==> src/rtl/temporal_pkg.sv <==
// Shared types for the race-logic front end: encoding modes and the encoder FSM states.
package temporal_pkg;

    typedef enum logic [1:0] {
        ENC_RISE = 2'b00,
        ENC_FALL = 2'b01,
        ENC_PW   = 2'b10,
        ENC_RSVD = 2'b11
    } enc_mode_t;

    typedef enum logic [1:0] {
        IDLE,
        SET,
        RUN,
        DONE
    } enc_state_t;

    // Level a channel sits at before its event: only falling-edge encoding idles high.
    function automatic logic enc_baseline(input enc_mode_t mode);
        return (mode == ENC_FALL);
    endfunction

endpackage

==> src/rtl/temporal_edge_gen.sv <==
// One temporal channel: turns a latched value into an edge or pulse on the time grid.
module temporal_edge_gen
    import temporal_pkg::*;
#(
    parameter int WIDTH = 4,
    parameter int GAMMA = 16,
    parameter int CW    = $clog2(GAMMA)
) (
    input  logic             aclk,
    input  logic             grst,
    input  logic             start_i,
    input  logic             run_i,
    input  logic [CW-1:0]    t_next_i,
    input  logic [WIDTH-1:0] value_i,
    input  logic             null_i,
    input  enc_mode_t        mode_i,
    output logic             out_o
);

    logic out_q, out_d;
    logic eff_null;
    logic reached;
    logic in_pulse;

    // Values at or beyond the window length can never fire, so they saturate to "no event".
    always_comb begin
        eff_null = null_i || (32'(value_i) >= 32'(GAMMA));
        reached  = !eff_null && (32'(t_next_i) >= 32'(value_i));
        in_pulse = !eff_null && (32'(t_next_i) <  32'(value_i));
        out_d    = out_q;
        if (start_i) begin
            out_d = enc_baseline(mode_i);
        end else if (run_i) begin
            case (mode_i)
                ENC_FALL: out_d = !reached;
                ENC_PW:   out_d = in_pulse;
                default:  out_d = reached;
            endcase
        end
    end

    always_ff @(posedge aclk) begin
        if (grst) begin
            out_q <= 1'b0;
        end else begin
            out_q <= out_d;
        end
    end

    assign out_o = out_q;

endmodule

==> src/rtl/temporal_encoder.sv <==
// Converts a pair of binary operands into set/a/b temporal stimulus for the comparison stage.
module temporal_encoder
    import temporal_pkg::*;
#(
    parameter int WIDTH = 4,
    parameter int GAMMA = 16,
    parameter int CW    = $clog2(GAMMA)
) (
    input  logic             aclk,
    input  logic             grst,
    input  logic             in_valid,
    output logic             in_ready,
    input  logic [WIDTH-1:0] in_a,
    input  logic [WIDTH-1:0] in_b,
    input  logic             in_null_a,
    input  logic             in_null_b,
    input  logic [1:0]       in_mode,
    output logic             set,
    output logic             a,
    output logic             b,
    output logic             busy,
    output logic             done
);

    localparam logic [CW-1:0] T_LAST = CW'(GAMMA - 1);

    enc_state_t       state_q, state_d;
    logic [CW-1:0]    t_q, t_d;
    enc_mode_t        mode_q, mode_d;
    logic [WIDTH-1:0] val_q [2];
    logic [WIDTH-1:0] val_d [2];
    logic             null_q [2];
    logic             null_d [2];
    logic [WIDTH-1:0] in_val [2];
    logic             in_null [2];
    logic             set_q, done_q;
    logic             accept;
    logic             start_ch, run_ch;
    logic [1:0]       ch_out;

    assign in_val[0]  = in_a;
    assign in_val[1]  = in_b;
    assign in_null[0] = in_null_a;
    assign in_null[1] = in_null_b;

    assign in_ready = (state_q == IDLE) && !grst;
    assign accept   = in_valid && in_ready;

    always_comb begin
        state_d = state_q;
        t_d     = t_q;
        mode_d  = mode_q;
        for (int i = 0; i < 2; i++) begin
            val_d[i]  = val_q[i];
            null_d[i] = null_q[i];
        end
        case (state_q)
            IDLE: begin
                if (accept) begin
                    state_d = SET;
                    mode_d  = enc_mode_t'(in_mode);
                    for (int i = 0; i < 2; i++) begin
                        val_d[i]  = in_val[i];
                        null_d[i] = in_null[i];
                    end
                end
            end
            SET: begin
                state_d = RUN;
                t_d     = '0;
            end
            RUN: begin
                // Counter stops at the last slot instead of wrapping.
                if (t_q == T_LAST) begin
                    state_d = DONE;
                end else begin
                    t_d = t_q + 1'b1;
                end
            end
            DONE:    state_d = IDLE;
            default: state_d = IDLE;
        endcase
    end

    always_ff @(posedge aclk) begin
        if (grst) begin
            state_q <= IDLE;
            t_q     <= '0;
            mode_q  <= ENC_RISE;
            set_q   <= 1'b0;
            done_q  <= 1'b0;
            for (int i = 0; i < 2; i++) begin
                val_q[i]  <= '0;
                null_q[i] <= 1'b0;
            end
        end else begin
            state_q <= state_d;
            t_q     <= t_d;
            mode_q  <= mode_d;
            set_q   <= (state_d == SET);
            done_q  <= (state_d == DONE);
            for (int i = 0; i < 2; i++) begin
                val_q[i]  <= val_d[i];
                null_q[i] <= null_d[i];
            end
        end
    end

    // Channels see next-state values so each registered output lines up with its state and t.
    assign start_ch = (state_d == SET);
    assign run_ch   = (state_d == RUN);

    for (genvar gi = 0; gi < 2; gi++) begin : g_ch
        temporal_edge_gen #(
            .WIDTH (WIDTH),
            .GAMMA (GAMMA),
            .CW    (CW)
        ) u_edge (
            .aclk     (aclk),
            .grst     (grst),
            .start_i  (start_ch),
            .run_i    (run_ch),
            .t_next_i (t_d),
            .value_i  (val_d[gi]),
            .null_i   (null_d[gi]),
            .mode_i   (mode_d),
            .out_o    (ch_out[gi])
        );
    end

    assign set  = set_q;
    assign done = done_q;
    assign a    = ch_out[0];
    assign b    = ch_out[1];
    assign busy = (state_q != IDLE);

endmodule

==> config.mk <==
export PLATFORM = sky130hd
export DESIGN_NAME = temporal_encoder
export DESIGN_NICKNAME = d
export VERILOG_FILES = /design/src/rtl/temporal_pkg.sv /design/src/rtl/temporal_edge_gen.sv /design/src/rtl/temporal_encoder.sv
export SDC_FILE = /design/constraint.sdc
export NUM_CORES = 1
export LEC_CHECK = 0
export ABC_AREA = 1
export CORE_AREA = 3 3 76 78
export CTS_BUF_LIST = sky130_fd_sc_hd__clkbuf_8
export DETAILED_ROUTE_END_ITERATION = 6
export DIE_AREA = 0 0 79 81
export PLACE_DENSITY = 0.49
export SKIP_LAST_GASP = 1
export SYNTH_ARGS = -nofsm -noshare
export SYNTH_HDL_FRONTEND = slang
export SYNTH_HIERARCHICAL = 1
export SYNTH_SLANG_ARGS = --single-unit
==> constraint.sdc <==
create_clock -name aclk -period 1.92 [get_ports aclk]
set_input_delay 0.384 -clock aclk [delete_from_list [all_inputs] [get_ports aclk]]
set_output_delay 0.384 -clock aclk [all_outputs]
set_load 0.05 [all_outputs]
==> impl_metrics.csv <==
group,metric,value,unit
synth,synth_edf_count,0,
clock_network,cts_sinks,22,
placed_design,dp.cells,347,
synth,synthFlopType,"dfxtp_1",
placed_design,hpwl,2720,um
detailed_routing,vias_per_cell,4.02,
placed_design,placed_area,2130,um2
status,violations,"setup timing",
setup_path,cp_top_family,"simple AND/OR/NAND/NOR gates",
synth,syn_area_per_cell,6.82,um2
cells_and_area,antennaDiodeCount,0,
synth,yosysMostFrequentCell,"inv_1",
setup_path,reg2reg_setup_slack,-150,ps
sta,drv_slew,0,
cells_and_area,drive_gt1_share,43.0,%
synth,syn-cell-area,1550,um2
hold_path,hp-class,"reg2reg",
detailed_routing,first_iter_violations,40,
detailed_routing,wl_per_cell,10.2,um
setup_path,cp_num_buf_inv,2,
synth,syn_nets,258,
setup_path,path_cells,"inv_2 -> ha_4 -> nand2_4 -> nor2_1 -> o21ai_1 -> nand2_4 -> ha_4 -> nand2_2 -> inv_2 -> nand2_2 -> nand3_2 -> nand2_2 -> nand2_2 -> nand2_1 -> nand2_1 -> a21oi_2",
synth,synth_top_cell_area_share,28.4,%
setup_path,crit_path_frequent_cell,"nand2_2",
detailed_routing,routed_wl,3610,um
synth,ys_ff_latch,22,
global_route,busiest_layer,"met2",
sta,finalSetupViolCount,2,
cells_and_area,fin_nets,316,
clock_network,cts-hold-fix-buffers,0,
synth,synth_cells,227,
setup_path,required,2130,ps
sta,fin_hold_ws,530,ps
placed_design,io_buffers,20,
flow_run,cap_violations,0,
setup_path,crit_fanout,7,
sta,min_period,2070,ps
global_route,grt_max_degree,21,
synth,yosysTopAreaCell,"dfxtp_1",
global_route,met1_usage,14.9,%
synth,yosysWarnings,6,
synth,yosysSeqAreaShare,28.4,%
die,die_height,81,um
setup_path,cp_slowest_cell,"dfxtp_2",
synth,async_reset_ff_share,0,%
die,start_util,30.1,%
global_route,met2_usage,21.3,%
cells_and_area,final_cell_area,2370,um2
power_and_ir_drop,p_leak,1.19,nW
global_route,antenna_found_initial,0,
sta,worst_slew_pin_slew,499,ps
detailed_routing,drc,0,
setup_path,path_class,"reg2reg",
sta,setup_ws,-146,ps
clock_network,clkTransAtPathRegs,90,ps
synth,synth.distinct_cells,21,
cells_and_area,fillers,534,
clock_network,h-tree-depth,1,
detailed_routing,antenna_left,0,
global_route,grt_usage,12.1,%
clock_network,cts_tree,"yes",
detailed_routing,num_vias,1423,
cells_and_area,seq_area,443,um2
global_route,grt_pass1_vias,1355,
sta,period_share,108,%
cells_and_area,syn_to_final_growth,52.9,%
cells_and_area,multiInputGateArea,996,um2
global_route,grt_overflow_total,0,
die,core-area,5140,um2
placed_design,gp_congestion,0.778,
cells_and_area,final_core_util,46.1,%
clock_network,clk_latency,270,ps
die,die_x,79,um
die,ios,21,
status,status,"complete, but fails checks",
power_and_ir_drop,power-per-cell-area,889,nW/um2
sta,finClkSkew,5.19,ps
global_route,grt.met3_usage,2.88,%
setup_path,cp-start-kind,"flop",
detailed_routing,drt_pass1_iterations,4,
clock_network,clk_path_buf_depth,2,
power_and_ir_drop,irDropWorstVdd,0.000408,V
setup_path,endpoint_kind,"flop",
setup_path,cp_slowest_stage_delay,340,ps
cells_and_area,finalNonFillerCells,354,
setup_path,crit_arrival,2270,ps
sta,maxSlewHeadroom,66.6,%
synth,synthTopCellsByCount,"65 x inv_1, 41 x nand2_1, 22 x dfxtp_1, 22 x nor2_1, 16 x ha_1",
synth,synth_area_leaders,"dfxtp_1 28%, inv_1 16%, ha_1 13%, nand2_1 9.9%, o21ai_2 6.8%",
die,num_rows,26,
sta,fmax,484,MHz
clock_network,root_buffer,"clkbuf_8",
sta,grt_setup_unrepaired,"yes",
die,die_area,6400,um2
global_route,grt_pass1_wl,6100,um
clock_network,cts_made_buffers,3,
sta,hold_viol,0,
worst paths after layout:
kind / cells after the start / to / from
setup / recovery: 16 / g_ch[1].u_edge/out_o / state_q[1]
hold / removal: 4 / val_q[0][5] / val_q[0][5]
setup reg to reg: 16 / g_ch[1].u_edge/out_o / state_q[1]
hold reg to reg: 4 / val_q[0][5] / val_q[0][5]
routing by layer:
| metal | vias to the layer above | part of all wire (%) |
|---|---|---|
| li1 | 776 | - |
| met1 | 620 | 44 |
| met2 | 23 | 50 |
| met3 | 4 | 4.0 |
| met4 | 0 | 0.94 |
| met5 | - | 0 |
cells by family after synthesis:
kind of cell             after synthesis  synth area share (%)
AO/OA/AOI/OAI                         24                  11.1
adder cells (fa/ha/maj)               16                  12.9
buffers and inverters                 72                  19.4
flip-flops                            22                  28.4
AND/OR/NAND/NOR                       93                  28.1
power by group:
group          total [mW]  internal, mW  switching [mW]
Clock               0.446         0.279           0.167
Sequential          0.535         0.513          0.0222
Combinational        1.12         0.519           0.606
Total                2.11          1.31           0.795
stage by stage:
stage	setup slack [ps]	setup TNS, ps	power [mW]
finish	-146	-261	2.11
global route	-320	-633	2.30
CTS	-147	-256	2.02
detailed placement	-523	-1050	1.54
global placement	-529	-1070	1.54
floorplan	-49.9	-99.5	1.17
layout make-up:
cell class              count  area share, %
repair buffers             58           21.5
clock inverters             1           1.27
well taps                  70           3.70
flip-flops and latches     22           18.7
inverters                  67           11.0
clock buffers               3           1.74
multi-input cells         133           42.0
state kept, by name, indices dropped and copies added (netlist names):
register,count
g_ch.u_edge/out_o,2
done,1
val_q,8
set,1
mode_q,2
t_q,4
state_q,2
null_q,2
tightest hold or removal path, cell delays in order (launching register included):
cell and delay [ps]:
dfxtp_1 310, inv_1 40, nand2_1 50, o21ai_2 60, nor2_1 40
placed cells by master (no fill, tap or decap), drive strengths merged:
cell / n
nand2: 51
bufinv: 1
dlygate4sd2: 2
dfxtp: 22
clkdlybuf4s50: 14
nor2: 29
clkbuf: 3
nor3: 1
o21ai: 17
inv: 67
nand3b: 3
a21oi: 7
buf: 42
ha: 16
nand4: 2
nand3: 7
timing repair:
action / CTS / global route
resized for setup: 10 / 31
hold endpoints to repair: 0 / 0
pin swaps: 5 / 16
setup endpoints to repair: 3 / 2
buffers inserted: 2 / 1
No activity file was read; power rests on OpenSTA's default activity.
